`config.mk`:
```
export PLATFORM = sky130hd
export DESIGN_NAME = keycode_ctrl
export DESIGN_NICKNAME = d
export VERILOG_FILES = /design/src/rtl/keycode_ctrl.sv
export SDC_FILE = /design/constraint.sdc
export NUM_CORES = 1
export LEC_CHECK = 0
export CAP_MARGIN = 20
export CORE_ASPECT_RATIO = 1.5
export CORE_UTILIZATION = 30
export CTS_CLUSTER_DIAMETER = 40
export DETAILED_ROUTE_END_ITERATION = 8
export PLACE_DENSITY = 0.55
export SYNTH_ARGS = -nofsm -noshare
export SYNTH_HDL_FRONTEND = slang
export SYNTH_SLANG_ARGS = --single-unit
```
`constraint.sdc`:
```
create_clock -name clk_clk -period 1.82 [get_ports clk_clk]
set_clock_uncertainty 0.05 [all_clocks]
set_input_delay 0.364 -clock clk_clk [delete_from_list [all_inputs] [get_ports clk_clk]]
set_output_delay 0.364 -clock clk_clk [all_outputs]
set_load 0.03 [all_outputs]
```
`src/rtl/keycode_ctrl.sv`:
```
// Keyboard-to-game command decoder: frame-synchronous move pulses, an edge-detected
// start pulse and a fire request FSM with press-release re-arming and frame cooldown.
module keycode_ctrl #(
   parameter logic [7:0] KEY_LEFT      = 8'h04,
   parameter logic [7:0] KEY_RIGHT     = 8'h07,
   parameter logic [7:0] KEY_FIRE      = 8'h2C,
   parameter logic [7:0] KEY_START     = 8'h28,
   parameter int         FIRE_COOLDOWN = 30
) (
   input  logic       clk_clk,
   input  logic       reset_reset_n,
   input  logic [7:0] keycode_export,
   input  logic       frame_tick,
   input  logic       fire_ack,
   output logic       move_left,
   output logic       move_right,
   output logic       fire_req,
   output logic       start_pulse,
   output logic [1:0] fire_state
);

   typedef enum logic [1:0] {
      S_IDLE = 2'd0,
      S_REQ  = 2'd1,
      S_COOL = 2'd2
   } fire_state_t;

   localparam logic [7:0] COOL_INIT = FIRE_COOLDOWN[7:0];

   logic [7:0]  key_q;
   logic        key_valid_q;
   logic        start_seen_q;
   logic        armed_q;
   logic        armed_d;
   logic        launch;
   logic [7:0]  cnt_q;
   logic [7:0]  cnt_d;
   fire_state_t state_q;
   fire_state_t state_d;

   logic key_is_fire;
   logic key_is_start;

   assign key_is_fire  = (key_q == KEY_FIRE);
   assign key_is_start = (key_q == KEY_START);

   // Input capture, move and start decoding; independent of the fire path.
   always_ff @(posedge clk_clk) begin
      if (!reset_reset_n) begin
         key_q        <= 8'h00;
         key_valid_q  <= 1'b0;
         start_seen_q <= 1'b0;
         move_left    <= 1'b0;
         move_right   <= 1'b0;
         start_pulse  <= 1'b0;
      end else begin
         key_q        <= keycode_export;
         key_valid_q  <= 1'b1;
         start_seen_q <= key_is_start;
         move_left    <= frame_tick && (key_q == KEY_LEFT);
         move_right   <= frame_tick && (key_q == KEY_RIGHT);
         start_pulse  <= key_is_start && !start_seen_q;
      end
   end

   // key_q's reset value is not a real release, so it must not re-arm a held fire key.
   always_comb begin
      armed_d = armed_q;
      if (launch)
         armed_d = 1'b0;
      else if (key_valid_q && !key_is_fire)
         armed_d = 1'b1;
   end

   // Fire FSM: state register
   always_ff @(posedge clk_clk) begin
      if (!reset_reset_n) begin
         state_q <= S_IDLE;
         cnt_q   <= 8'd0;
         armed_q <= 1'b0;
      end else begin
         state_q <= state_d;
         cnt_q   <= cnt_d;
         armed_q <= armed_d;
      end
   end

   // Handshake: fire_req stays high until fire_ack is sampled high while fire_req=1;
   // fire_ack at any other time is ignored.
   always_comb begin
      state_d = state_q;
      cnt_d   = cnt_q;
      launch  = 1'b0;
      case (state_q)
         S_IDLE: begin
            if (key_is_fire && armed_q) begin
               state_d = S_REQ;
               launch  = 1'b1;
            end
         end
         S_REQ: begin
            if (fire_ack) begin
               cnt_d = COOL_INIT;
               if (COOL_INIT == 8'd0)
                  state_d = S_IDLE;
               else
                  state_d = S_COOL;
            end
         end
         S_COOL: begin
            if (frame_tick) begin
               if (cnt_q <= 8'd1) begin
                  state_d = S_IDLE;
                  cnt_d   = 8'd0;
               end else begin
                  cnt_d = cnt_q - 8'd1;
               end
            end
         end
         default: begin
            state_d = S_IDLE;
            cnt_d   = 8'd0;
         end
      endcase
   end

   // Fire FSM: outputs
   always_comb begin
      fire_req   = (state_q == S_REQ);
      fire_state = state_q;
   end

endmodule

```
## Word-level counts from Yosys, hierarchy flattened

Index checks and enable logic that the tools add are counted.

| word-level totals | value |
|---|---|
| logic and storage cells | 46 |
| register bits after elaboration | 24 |
| bits of input ports | 12 |
| bits in writable memories | 0 |
| memories kept | 0 |
| output and inout port bits | 6 |
| bits in latches | 0 |
| memory bits (read-only) | 0 |

| cells by class | value |
|---|---|
| shift operators | 0 |
| bitwise gates (word level) | 2 |
| eq/ne operators | 10 |
| muxes and demuxes | 12 |
| order comparisons | 1 |
| add/sub/neg operators | 1 |
| divide/modulo/power cells | 0 |
| multiply operators | 0 |
| reduce and logical (&&, ||, !) cells | 11 |

Operator list:

| cell | number |
|---|---|
| 8-bit two-way mux | 3 |
| 8-bit case mux with 3 select lines | 1 |
| 8-bit by 3-bit == test with 1-bit output (second input constant) | 2 |
| 8-bit by 6-bit == test with 1-bit output (second input constant) | 2 |
| 8-bit by 1-bit less-or-equal comparator with 1-bit output (second input constant) | 1 |
| 2-bit two-way mux | 4 |
| 2-bit != test (second input constant) | 4 |
| 8-bit by 1-bit subtractor with 8-bit output (second input constant) | 1 |
| 2-bit case mux with 3 select lines | 1 |
| 1-bit logical AND | 5 |
| 4-bit AND reduction | 1 |
| 1-bit two-way mux | 3 |
| 3-bit AND reduction | 1 |
| 2-bit by 1-bit == test with 1-bit output (second input constant) | 1 |
| 2-bit == test (second input constant) | 1 |
| 1-bit logical NOT | 2 |
| 2-bit logical NOT | 1 |
| 1-bit NOT | 2 |
| 2-bit OR reduction | 1 |

## Depth between registers and ports, before layout

Gate-level depths: netlist of the first run.

| depth | value |
|---|---|
| word-level depth | 5 |
| gate-level depth with buffers | 7 |

## Worst setup path after synthesis of the first run

OpenSTA, ideal clock, no wires.

| path | value |
|---|---|
| path type | reg2reg |
| start point | register state_q[1], in the netlist fire_state[1] |
| end point | register cnt_q[7] |
| cell stages (with the launch flop) | 8 |
| setup slack | -0.633 ns |
| setup time | 0.070 ns |
| buffers on the path | 1 |
| data arrival time | 2.333 ns |
| path through | dfxtp_1 inv_1 ha_1 nor2b_1 or3_1 clkbuf_1 or4_1 a21oi_1 |

| on the way | value |
|---|---|
| word-level cells in the longest chain between the ends | 3 |
| elaborated cells on any way between the ends | 8 |

Ends and longest elaborated chain:

| what | line | RTL |
|---|---|---|
| from (decl) | 38 | `fire_state_t state_q;` |
| from (signal assigned) | 82 | `state_q <= state_d;` |
| 2-bit by 1-bit == test with 1-bit output * | - |  |
| named net fire_req | 17 | `output logic fire_req,` |
| 2-bit != test (no line) | - |  |
| 3-bit AND reduction (no line) | - |  |
| to (signal assigned) | 83 | `cnt_q <= cnt_d;` |
| to (decl) | 36 | `logic [7:0] cnt_q;` |

The timed path passes the listed nets; every way through them passes the cells marked *.
A chain may end at the register's enable or synchronous reset.

## Worst setup path after layout of the first run

| path | value |
|---|---|
| start point | register cnt_q[7] |
| end point | register state_q[1], in the netlist fire_state[1] |

| on the way | value |
|---|---|
| word-level cells in the longest chain between the ends | 3 |

Ends and longest elaborated chain:

| what | line | RTL |
|---|---|---|
| 8-bit by 1-bit less-or-equal comparator with 1-bit output | 112 | `if (cnt_q <= 8'd1) begin` |
| 2-bit != test (no line) | - |  |
| 4-bit AND reduction (no line) | - |  |

Every way passes these cells.

==> results of run 1 <==
==> cell usage in the layout (no fill, tap or decap), types with 2 or more instances in the layout <==
cell type	instances
dfxtp_1	20
buf_4	18
clkdlybuf4s50_1	16
and2_1	8
nand3_1	7
nor3_1	6
nand4_1	6
nand2_1	6
a21oi_1	5
inv_1	4
nor4_1	4
nor2_1	3
ha_4	3
clkbuf_8	3
or4_4	2
o31a_2	2
nor2b_1	2
a32oi_1	2
and3_1	2
o2111ai_1	2
a31oi_1	2
nor3b_1	2
ha_1	2
dfxtp_2	2
dfxtp_4	2
==> cell families after synthesis <==
family,synth area share [%]
adder cells (fa/ha/maj),5.77
buffers and inverters,3.81
multiplexers,0.923
AO/OA/AOI/OAI,13.8
flip-flops,44.3
AND/OR/NAND/NOR,31.4
==> Yosys cell counts, types with 3 or more instances <==
cell,number
nor2_1,3
nand3_1,7
inv_1,6
nand4_1,6
ha_1,5
and2_1,8
nor3_1,6
nor2b_1,3
dfxtp_1,24
clkbuf_1,5
nand2_1,6
nor4_1,5
a21oi_1,6
==> per-layer routing <==
metal	wire length, um	part of all wire [%]	GRT usage, %
met4	63	2.4	9.88
met5	0	0	0
met2	1400	54	28.4
met1	1060	41	15.8
met3	62	2.4	2.40
==> stage by stage <==
| stage | TNS [ns] | instances | setup WS [ns] | cell area [um2] | hold slack (ns) |
|---|---|---|---|---|---|
| floorplan | -0.0840 | 118 | -0.0757 | 1140 | 0.324 |
| global placement | -0.628 | 190 | -0.209 | 1470 | 0.332 |
| detailed placement | -0.778 | 190 | -0.224 | 1470 | 0.343 |
| CTS | -0.105 | 194 | -0.0692 | 1520 | 0.355 |
| global route | -0.251 | 194 | -0.151 | 1540 | 0.361 |
| finish | -0.101 | 194 | -0.0683 | 1540 | 0.350 |
==> final timing paths <==
kind           startpoint            end  slack [ns]  depth (start not counted)
max              cnt_q[7]  fire_state[1]       -0.07                          4
max reg2reg      cnt_q[7]  fire_state[1]       -0.07                          4
min          start_seen_q    start_pulse        0.35                          1
min reg2reg  start_seen_q    start_pulse        0.35                          1
==> where the power goes <==
| group | internal [W] | total [W] | leakage (nW) | switching, W |
|---|---|---|---|---|
| combinational | 0.0000399 | 0.0000651 | 0.354 | 0.0000251 |
| sequential | 0.000534 | 0.000541 | 0.199 | 0.00000657 |
| clock | 0.000156 | 0.000313 | 0.0228 | 0.000157 |
==> critical path, cell delays in order (launching register included) <==
cell      delay (ns)
dfxtp_1         0.32
or4_4           0.54
or4_4           0.44
a221oi_2        0.27
mux2i_1         0.19
==> final cells by class <==
class / count / area (um2) / share of cell area, %
Tap cell: 42 / 52.6 / 3.41
Sequential cell: 24 / 490 / 31.8
Clock buffer: 4 / 45.0 / 2.92
Inverter: 6 / 25.0 / 1.62
Multi-Input combinational cell: 83 / 626 / 40.6
Timing Repair Buffer: 35 / 304 / 19.7
==> what timing repair did <==
item / CTS / global route
setup endpoints to repair: 5 / 7
cloned: 0 / 0
pin swaps: 1 / 2
resized for setup: 4 / 5
==> impl_results.md, run 1 <==
- Htree depth: 1
- # rows: 26
- Syn-to-layout area delta: 42.2%
- Routed wire per std cell: 13.3 um
- Total clock buffers created by CTS: 3
- Final ANT Viol Nets: 0
- Synth top area share: 44.3%
- Core Util, Final: 45.2%
- Mapped Area: 1080 um2
- Drt first pass iters: 4
- Final min period: 1.89 ns
- Setup Viol. Count Final: 2
- Crit end category: flop
- Ys async rst share: 0%
- Starting DRT DRC Count: 22
- First-pass GRT wire length: 4.38 mm
- I/O pin count: 18
- Synth Instances: 118
- Top cells by area, synth: dfxtp_1 (44%), ha_1 (5.8%), and2_1 (4.6%)
- Post-DP HPWL: 2.01 mm
- Nets: 170
- Crit path max fanout: 2
- Total power: 0.000919 W
- CTS Sinks: 24
- Vias: 1,039
- Failing checks: negative setup slack
- Layout cells sized above 1: 27.0%
- Register bit total from synthesis: 24
- RSZ-0062 raised after global routing: true
- Leakage: approximately 0.58 nW
- Crit path DAT: roughly 2.0 ns
- IO buf count: 17
- Post-synthesis cell type count: 34
- Critical path class: flop to flop
- Hold Vio Cnt, Final: 0
- Largest net degree at the start of global routing: 17
- Peak VDD IR: 0.492 mV
- Core box area: between 3000 and 4000 um2
- Die area: between 3000 and 4000 um2
- Cts hold-fix bufs: 0
- Root Buffer: clkbuf_8
- Synth area leader: dfxtp_1
- Fillers: between 300 and 400
- Synth warn: 0
- Clk slew on worst S/H paths: ~0.08 ns
- Final period util: 104%
- Status: finished with violations
- Die Wd: roughly 50 um
- Total setup buffers inserted after CTS: 0
- Critical Path RT: 1.96 ns
- Cell area power density: ~600 nW/um2
- Initial core utilization: 31.8%
- Seq/Total Area, Yosys: 44.3%
- Fmax: 530 MHz
- Antenna diodes: 0
- Worst-Skew Late Latency: 0.26 ns
- Placer Congestion: 0.885
- Max Cap Viol: 0
- Gr usage total: 15.3%
- Critical Path Source Type: flop
- EDFF count, synth: 0
- Syn_area_per_cell: 9.19 um2
- Grt ovf: 0
- Worst slew margin: 74.2%
- Post-route worst setup slack: -0.0683 ns
- Die height: ~76 um
- Via density: 5.36
- Drc violations: 0
- Dominant synthesized flop cell: dfxtp_1
- Fin. max-slew vios: 0
- DRT Wirelength: 2.59 mm
- Min-delay worst type: flop to flop
- Number of antenna violations at the first check in global routing: 0
- Vias in the first global route: 1,043
- Actual slew at the worst max-slew pin: between 0.3 and 0.4 ns
- Post-Syn Nets: 135
- Clock Tree Buf Depth: 2
- CTS tree: done
Power figures use the tool's default switching activity.
==> run 2: changes to the inputs <==
Settings changed: HOLD_SLACK_MARGIN set to 0.05.
==> results of run 2 <==
No change in the layout: final DEF, timing and power equal those of run 1.
